### src/rtl/fixed_point_calc_pkg.sv
// Shared types and seven-segment constants for the 4-bit fixed-point calculator.
// Segment vectors are active-low with bit0 = a ... bit6 = g.
package fixed_point_calc_pkg;

   typedef enum logic [2:0] {
      NONE = 3'd0,
      ADD  = 3'd1,
      SUB  = 3'd2,
      MUL  = 3'd3,
      DIV  = 3'd4
   } op_t;

   localparam logic [6:0] SEG_BLANK = 7'b1111111;
   localparam logic [6:0] SEG_MINUS = 7'b0111111;
   localparam logic [6:0] SEG_E     = 7'b0000110;

   localparam logic [6:0] HEX_GLYPH [0:15] = '{
      7'b1000000, 7'b1111001, 7'b0100100, 7'b0110000,
      7'b0011001, 7'b0010010, 7'b0000010, 7'b1111000,
      7'b0000000, 7'b0010000, 7'b0001000, 7'b0000011,
      7'b1000110, 7'b0100001, 7'b0000110, 7'b0001110
   };

endpackage

### src/rtl/calc_seg7_decoder.sv
// One 7-segment digit: hex glyph lookup with a blank override.
module calc_seg7_decoder
   import fixed_point_calc_pkg::*;
(
   input  logic [3:0] digit,
   input  logic       blank,
   output logic [6:0] seg
);

   assign seg = blank ? SEG_BLANK : HEX_GLYPH[digit];

endmodule

### src/rtl/fixed_point_calc_4bit.sv
// Board-level 4-bit calculator: synchronized switches/keys, one registered result
// stage that captures operands while a key is held and drives six 7-segment digits.
module fixed_point_calc_4bit
   import fixed_point_calc_pkg::*;
#(
   parameter int SYNC_STAGES = 2
) (
   input  logic       CLOCK_50,
   input  logic       RESET,
   input  logic [9:0] SW,
   input  logic [3:0] KEY,
   output logic [6:0] HEX0,
   output logic [6:0] HEX1,
   output logic [6:0] HEX2,
   output logic [6:0] HEX3,
   output logic [6:0] HEX4,
   output logic [6:0] HEX5
);

   logic [SYNC_STAGES-1:0][7:0] sw_sync;
   logic [SYNC_STAGES-1:0][3:0] key_sync;
   logic [7:0] sw_s;
   logic [3:0] key_s;

   logic       unused_sw;
   assign unused_sw = ^SW[9:8];

   // NOTE: registered state uses non-blocking assignments so every flop samples
   // pre-edge values; blocking here would collapse the synchronizer chain.
   always_ff @(posedge CLOCK_50) begin
      if (RESET) begin
         sw_sync  <= '0;
         key_sync <= '1;
      end else begin
         sw_sync  <= {sw_sync[SYNC_STAGES-2:0], SW[7:0]};
         key_sync <= {key_sync[SYNC_STAGES-2:0], KEY};
      end
   end

   assign sw_s  = sw_sync[SYNC_STAGES-1];
   assign key_s = key_sync[SYNC_STAGES-1];

   op_t        op_q, op_n;
   logic [3:0] a_q, b_q, a_n, b_n;

   // Released keys leave the next-state equal to the held state, so the display holds.
   always_comb begin
      op_n = op_q;
      a_n  = a_q;
      b_n  = b_q;
      if (key_s != 4'b1111) begin
         a_n = sw_s[3:0];
         b_n = sw_s[7:4];
         if      (!key_s[0]) op_n = ADD;
         else if (!key_s[1]) op_n = SUB;
         else if (!key_s[2]) op_n = MUL;
         else                op_n = DIV;
      end
   end

   function automatic logic [11:0] bin2bcd(input logic [7:0] bin);
      logic [11:0] bcd;
      bcd = '0;
      for (int i = 7; i >= 0; i--) begin
         if (bcd[3:0]  >= 4'd5) bcd[3:0]  = bcd[3:0]  + 4'd3;
         if (bcd[7:4]  >= 4'd5) bcd[7:4]  = bcd[7:4]  + 4'd3;
         if (bcd[11:8] >= 4'd5) bcd[11:8] = bcd[11:8] + 4'd3;
         bcd = {bcd[10:0], bin[i]};
      end
      return bcd;
   endfunction

   logic [3:0] div_safe, quo, rem;
   logic [7:0] tenths_w;
   logic       unused_div;

   // Substitute divisor 1 on B=0 so the datapath never divides by zero.
   assign div_safe   = (b_n == 4'd0) ? 4'd1 : b_n;
   assign quo        = a_n / div_safe;
   assign rem        = a_n % div_safe;
   assign tenths_w   = ({4'd0, rem} * 8'd10) / {4'd0, div_safe};
   assign unused_div = ^tenths_w[7:4];

   logic [3:0]  dig [6];
   logic        blk [6];
   logic [6:0]  seg [6];
   logic [7:0]  mag;
   logic [11:0] bcd;
   logic        neg, err;
   logic [6:0]  hex3_n;

   always_comb begin
      for (int i = 0; i < 6; i++) begin
         dig[i] = 4'd0;
         blk[i] = 1'b1;
      end
      mag = 8'd0;
      neg = 1'b0;
      err = 1'b0;
      dig[5] = a_n;
      dig[4] = b_n;
      blk[5] = (op_n == NONE);
      blk[4] = (op_n == NONE);
      case (op_n)
         ADD:     mag = {4'd0, a_n} + {4'd0, b_n};
         SUB: begin
            neg = (b_n > a_n);
            mag = neg ? {4'd0, b_n - a_n} : {4'd0, a_n - b_n};
         end
         MUL:     mag = {4'd0, a_n} * {4'd0, b_n};
         default: mag = {4'd0, quo};
      endcase
      bcd = bin2bcd(mag);
      if (op_n == ADD || op_n == SUB || op_n == MUL) begin
         dig[2] = bcd[11:8];
         dig[1] = bcd[7:4];
         dig[0] = bcd[3:0];
         blk[2] = (bcd[11:8] == 4'd0);
         blk[1] = (bcd[11:4] == 8'd0);
         blk[0] = 1'b0;
      end else if (op_n == DIV) begin
         if (b_n == 4'd0) begin
            err = 1'b1;
         end else begin
            dig[2] = bcd[7:4];
            dig[1] = bcd[3:0];
            dig[0] = tenths_w[3:0];
            blk[2] = (bcd[7:4] == 4'd0);
            blk[1] = 1'b0;
            blk[0] = 1'b0;
         end
      end
   end

   for (genvar g = 0; g < 6; g++) begin : g_dec
      calc_seg7_decoder u_dec (
         .digit (dig[g]),
         .blank (blk[g]),
         .seg   (seg[g])
      );
   end

   assign hex3_n = neg ? SEG_MINUS : (err ? SEG_E : seg[3]);

   always_ff @(posedge CLOCK_50) begin
      if (RESET) begin
         op_q <= NONE;
         a_q  <= 4'd0;
         b_q  <= 4'd0;
         HEX0 <= SEG_BLANK;
         HEX1 <= SEG_BLANK;
         HEX2 <= SEG_BLANK;
         HEX3 <= SEG_BLANK;
         HEX4 <= SEG_BLANK;
         HEX5 <= SEG_BLANK;
      end else begin
         op_q <= op_n;
         a_q  <= a_n;
         b_q  <= b_n;
         HEX0 <= seg[0];
         HEX1 <= seg[1];
         HEX2 <= seg[2];
         HEX3 <= hex3_n;
         HEX4 <= seg[4];
         HEX5 <= seg[5];
      end
   end

endmodule

### config.mk
export PLATFORM = sky130hd
export DESIGN_NAME = fixed_point_calc_4bit
export DESIGN_NICKNAME = d
export VERILOG_FILES = /design/src/rtl/fixed_point_calc_pkg.sv /design/src/rtl/calc_seg7_decoder.sv /design/src/rtl/fixed_point_calc_4bit.sv
export SDC_FILE = /design/constraint.sdc
export NUM_CORES = 1
export LEC_CHECK = 0
export BUFFER_PORTS_ARGS = -buffer_cell sky130_fd_sc_hd__buf_2
export CORE_MARGIN = 2
export CORE_UTILIZATION = 62
export CTS_BUF_LIST = sky130_fd_sc_hd__clkbuf_8 sky130_fd_sc_hd__clkbuf_16
export DETAILED_ROUTE_END_ITERATION = 6
export MAX_ROUTING_LAYER = met4
export PLACE_DENSITY = 0.88
export SLEW_MARGIN = 25
export SYNTH_ARGS = -nofsm -noshare
export SYNTH_HDL_FRONTEND = slang
export SYNTH_SLANG_ARGS = --single-unit
### constraint.sdc
create_clock -name CLOCK_50 -period 21.2 [get_ports CLOCK_50]
set_input_delay 1.06 -clock CLOCK_50 [delete_from_list [all_inputs] [get_ports CLOCK_50]]
set_output_delay 1.06 -clock CLOCK_50 [all_outputs]
set_load 0.03 [all_outputs]
-- Yosys cells after proc, flatten, opt, wreduce, memory -nomap -nowiden
Memory sizes are Yosys's and may differ from the RTL's. A register that Yosys moved wholly into a read port is not among the register bits.
Cells that the tools add are included.
- bits in registers: 42
- memory bits (read-only): 560
- input port bits: 16
- output and inout port bits: 42
- logic and storage cells: 87
- memories: 5
- memories (memory ; depth ; bits a word ; rd ports ; clocked after Yosys merged registers in ; wr ports ; RTL line ; RTL):
    (name not given) ; 16 ; 7 ; 1 ; 1 ; 0 ; calc_seg7_decoder.sv:10 ; assign seg = blank ? SEG_BLANK : HEX_GLYPH[digit];
    (name not given) ; 16 ; 7 ; 1 ; 1 ; 0 ; calc_seg7_decoder.sv:10 ;
    (name not given) ; 16 ; 7 ; 1 ; 1 ; 0 ; calc_seg7_decoder.sv:10 ;
    (name not given) ; 16 ; 7 ; 1 ; 1 ; 0 ; calc_seg7_decoder.sv:10 ;
    (name not given) ; 16 ; 7 ; 1 ; 1 ; 0 ; calc_seg7_decoder.sv:10 ;
- add/sub/neg operators: 10
- $mul: 2
- divide/modulo/power cells: 3
- magnitude comparators: 8
- eq/ne operators: 5
- multiplexer cells: 28
- bitwise operators: 5
- reductions and logical operators: 12
- operators with widths (operator ; count):
    $mux 4 ; 11
    $mux 12 ; 3
    $not 4->5 ; 5
    $pmux 8 s3 ; 1
    $mux 3 ; 7
    $add 4x2->4 const B ; 5
    $ge 4x3->1 const B ; 5
    $mux 7 ; 2
    $reduce_or 2->1 ; 5
    $add 3x2->4 const B ; 2
    $div 8x4->8 ; 1
    $logic_not 4->1 ; 2
    $mul 4x4->8 ; 1
    $sub 4x4->4 ; 2
    $mul 4x3->7 const B ; 1
    $eq 3x2->1 const B ; 2
    $ge 3x3->1 const B ; 2
    $logic_not 6->1 ; 1
    $add 4x4->5 ; 1
    $div 4x4->4 ; 1
    $gt 4x4->1 ; 1
    $mod 4x4->4 ; 1
    $mux 1 ; 4
    $ne 4x4->1 const B ; 1
    other kinds (5) ; 6

-- Logic depth before layout (Yosys ltp)
- depth after elaboration: 21
- gate-level depth with buffers: 88
- depth with buffers taken out: 85

-- Hierarchy
From an unflattened synthesis, not the netlist that was laid out.
- cell total of the unflattened synthesis: 950
- area, all modules: 8106.5 µm²
- by module, submodules not included (module ; instances ; cells an instance ; area each (µm²) ; seq. area each (µm²)):
    fixed_point_calc_4bit ; 1 ; 737 ; 6303.5 ; 1541.5
    calc_seg7_decoder (g_dec[0].u_dec ...) ; 4 ; 35 ; 299.0 ; 0.0
    calc_seg7_decoder (g_dec[2].u_dec) ; 1 ; 38 ; 311.5 ; 0.0
    calc_seg7_decoder (g_dec[1].u_dec) ; 1 ; 35 ; 295.3 ; 0.0

-- Worst setup path after synthesis
OpenSTA, ideal clock, no wires.
- path type: flip-flop to flip-flop
- start: reg key_sync, in the netlist key_s[3]
- end: reg HEX0[5]
- library setup time: 0.154 ns
- arrival: 16.243 ns
- data required time: 21.046 ns
- setup slack: 4.803 ns
- cell stages (with the launch flop): 82
- path buffers: 3
- clock period less this slack: 16.397 ns
- cell sequence: dfxtp_1 > buf_2 > and4_1 > buf_4 > nand2_4 > nand2_4 > inv_2 > ha_1 > buf_4 > or3b_1 > mux2_4 > nand2_1 > ha_1 > o2111ai_1 > o22a_1 > and2_1 > ha_1 > a21oi_1 > (+46 left out) > mux2_2 > ha_1 > a21oi_1 > o21bai_1 > a21oi_1 > nand3_2 > mux2i_1 > ha_1 > a21oi_1 > o21bai_1 > a21oi_1 > a21oi_1 > a21oi_1 > o31ai_4 > ha_1 > mux2_2 > nand2_1 > o211ai_1
- word-level cells in the longest chain between the ends: 16
- elaborated cells between the ends (all ways): 46
- classes of those cells: add/sub (8); mul (2); div (3); order compare (6); eq/ne (5); mux (17); bitwise (1); reduce/logical (4)
- RTL lines (item ; RTL line ; RTL):
    start: declaration ; fixed_point_calc_4bit.sv:21 ; logic [SYNC_STAGES-1:0][3:0] key_sync;
    start signal: assignment ; fixed_point_calc_4bit.sv:36 ; key_sync <= {key_sync[SYNC_STAGES-2:0], KEY};
    $ne 4x4->1 (*) ; fixed_point_calc_4bit.sv:51 ; if (key_s != 4'b1111) begin
    $mux 4 (*) ; fixed_point_calc_4bit.sv:51 ;
    named net b_n[1] ; fixed_point_calc_4bit.sv:44 ; logic [3:0] a_q, b_q, a_n, b_n;
    parallel branches: the longest is 14 deep, another holds $div 8x4->8 ; n/a ;
    end: declaration ; fixed_point_calc_4bit.sv:12 ; output logic [6:0] HEX0,
Mark *: on every way through the listed nets, which the timed path passes.
A chain may end at the register's enable or synchronous reset.

-- Worst setup path in the final report
- start: reg key_sync, in the netlist key_s[1]
- end: reg HEX0[5]
Same word-level chain as after synthesis.

==> impl_metrics.env <==
export IMPL_status="finished, violations left"
export IMPL_violations="design-rule violations"
export IMPL_syn_cell_area_um2=7390
export IMPL_diodes=0
export IMPL_routed_wl_mm=17.2
export IMPL_min_path_type="reg -> reg"
export IMPL_dp_hpwl_mm=12.5
export IMPL_fin_crit_ns=19.64
export IMPL_rows=39
export IMPL_cts_tree="done"
export IMPL_antenna_found_initial=0
export IMPL_max_freq_mhz=50.9
export IMPL_seq_area_frac_synth_pct=19.5
export IMPL_initialDrtViolationCount=545
export IMPL_crit_fanout=13
export IMPL_cts_path_max_buffers=2
export IMPL_crit_top_cell="ha_1"
export IMPL_synth_compound_area_share_pct=23.4
export IMPL_placed_cell_area_um2=7680
export IMPL_maxCapViolations=0
export IMPL_synth_warnings=0
export IMPL_drt_pass1_iter_count=7
export IMPL_die_y_um=113
export IMPL_initial_core_util_pct=64.1
export IMPL_tightest_slew_ns=0.954
export IMPL_ys_seq_elements=72
export IMPL_grt_max_degree=40
export IMPL_slowest_delay_ns=0.57
export IMPL_worst_setup_path_end_kind="flip-flop"
export IMPL_synth_cells=869
export IMPL_rsz0062_at_grt="no"
export IMPL_cts_made_buffers=9
export IMPL_clock_tree_root_cell="clkbuf_16"
export IMPL_synth_cell_types=106
export IMPL_globalplace_congestion=0.922
export IMPL_fin_ws_ns=1.56
export IMPL_clk_pin_slew_ns=0.06
export IMPL_fin_crit_sh_pct=92.6
export IMPL_postRouteAntennaNets=0
export IMPL_setup_viol=0
export IMPL_maxSlewHeadroom_pct=36.2
export IMPL_async_flop_share_pct=0
export IMPL_clock_latency_ns=0.34
export IMPL_portBuffers=53
export IMPL_io_pins=58
export IMPL_dpl_worst_slack_ns=1.74
export IMPL_yosys_area_share_simple_pct=20.5
export IMPL_yosysTopAreaCell="dfxtp_1"
export IMPL_dieArea_um2=12800
export IMPL_yosys_area_share_adder_pct=19.4
export IMPL_grt_usage_pct=27.9
export IMPL_tns_ns=0
export IMPL_final_area_um2=8030
export IMPL_synth_mux_area_share_pct=8.05
export IMPL_routedWlPerCell_um=16.3
export IMPL_path_buf_inv=4
export IMPL_netlist_top_cells_count="ha_1, nand2_1, dfxtp_1"
export IMPL_vias_per_cell=6.21
export IMPL_hold_violations=0
export IMPL_final_max_slew_viol_count=0
export IMPL_cp_required_ns=21.38
export IMPL_post_cts_buffers=0
export IMPL_finClkSkew_ns=0.00815
export IMPL_synth_top_area_share_pct=19.5
export IMPL_start_kind="flip-flop"
export IMPL_die_x_um=113
export IMPL_crit_family="compound AO/OA/AOI/OAI gates"
export IMPL_arrival_ns=19.82
export IMPL_synth_top_family_by_area="compound AO/OA/AOI/OAI gates"
export IMPL_yosys_area_share_xor_xnor_pct=3.03
export IMPL_critPathKind="reg -> reg"
export IMPL_critical_path_slowest_cell="dfxtp_1"
export IMPL_fin_nets=1031
export IMPL_drive_gt1_share_pct=17.6
export IMPL_first_global_vias=6236
export IMPL_area_growth_pct=8.67
export IMPL_vias=6543
export IMPL_core_area_um2=11500
export IMPL_grt_pass1_wl_mm=28.8
export IMPL_drc=3
export IMPL_grt_overflow_total=0
export IMPL_ys_flop_type="dfxtp_1"
export IMPL_synthMostInstantiatedCell="ha_1"
export IMPL_clock_sinks=72
export IMPL_holdWs_ns=0.409
export IMPL_syn_avg_cell_area_um2=8.50
export IMPL_htreeDepth=3
export IMPL_synth_edff_count=0
export IMPL_synthTopCellsByArea="dfxtp_1, ha_1, nand2_1"
export IMPL_fillers=871
==> cell type report <==
cell class                      instances  area, um2  area share (%)
Clock buffer                           10        239            2.98
Clock inverter                          6       97.6            1.22
Inverter                               71        267            3.32
Multi-Input combinational cell        696       5520            68.7
Sequential cell                        72       1440            18.0
Tap cell                              143        179            2.23
Timing Repair Buffer                   56        288            3.58
==> routing by layer <==
layer | vias to the layer above | part of all wire [%] | GRT usage [%]
met5 | - | 0 | -
met4 | 0 | 2.5 | 9.84
met1 | 3056 | 43 | 34.3
met2 | 240 | 48 | 46.2
li1 | 3195 | - | -
met3 | 52 | 6.1 | 4.66
==> kinds of logic (layout without fill, tap and decap cells) <==
logic type,count (synthesis),after routing
fa+ha+maj,109,109
mux,50,50
buf+inv,102,143
compound gates,224,224
flops,72,72
simple gates,287,287
other cells,1,2
xor+xnor,24,24
==> placed cells by master, fill, tap and decap left out, types with 7 or more instances in the layout <==
cell / n
xor2_1: 11
inv_1: 60
fa_1: 9
and3_1: 9
mux2i_1: 27
nand2_1: 74
nor2_1: 59
nand3_1: 17
a21oi_1: 50
nor2b_1: 26
o221ai_1: 12
o21bai_1: 7
ha_1: 100
mux2_2: 15
o31ai_1: 8
dfxtp_1: 72
or3_1: 10
clkbuf_16: 9
xnor2_1: 12
o21a_1: 16
o21ai_0: 31
a31oi_1: 7
o211ai_1: 12
or2_2: 11
buf_2: 53
and2_1: 9
inv_2: 10
nor3_1: 17
nand2b_1: 14
==> path summary, 6_finish.rpt <==
path	from	to	slack, ns	depth (start not counted)
max	key_s[1]	HEX0[5]	1.56	79
min	key_sync[2]	key_s[2]	0.41	1
max reg2reg	key_s[1]	HEX0[5]	1.56	79
min reg2reg	key_sync[2]	key_s[2]	0.41	1
==> timing repair <==
action,CTS,global route
endpoints found under the setup margin,0,6
endpoints found under the hold margin,0,0
gates resized for setup,0,1
hold buffers,0,0
==> per-stage QoR <==
step | cells | utilization, %
4_1_cts | 1054 | 69.6
3_3_place_gp | 1038 | 66.7
2_1_floorplan | 870 | -
6_report | 1054 | 69.7
5_1_grt | 1054 | 69.7
3_5_place_dp | 1038 | 66.7
==> flip-flops by register name, summed over array words and instances (netlist names) <==
| signal | cells |
|---|---|
| HEX4 | 7 |
| a_q | 4 |
| HEX2 | 7 |
| op_q | 3 |
| HEX0 | 7 |
| b_q | 4 |
| sw_sync | 8 |
| HEX5 | 7 |
| HEX1 | 7 |
| key_sync | 4 |
| key_s | 4 |
| sw_s | 8 |
| HEX3 | 2 |
Power is not shown: default switching activity piles up to over one toggle a cycle in this logic, so the estimate is an artifact.
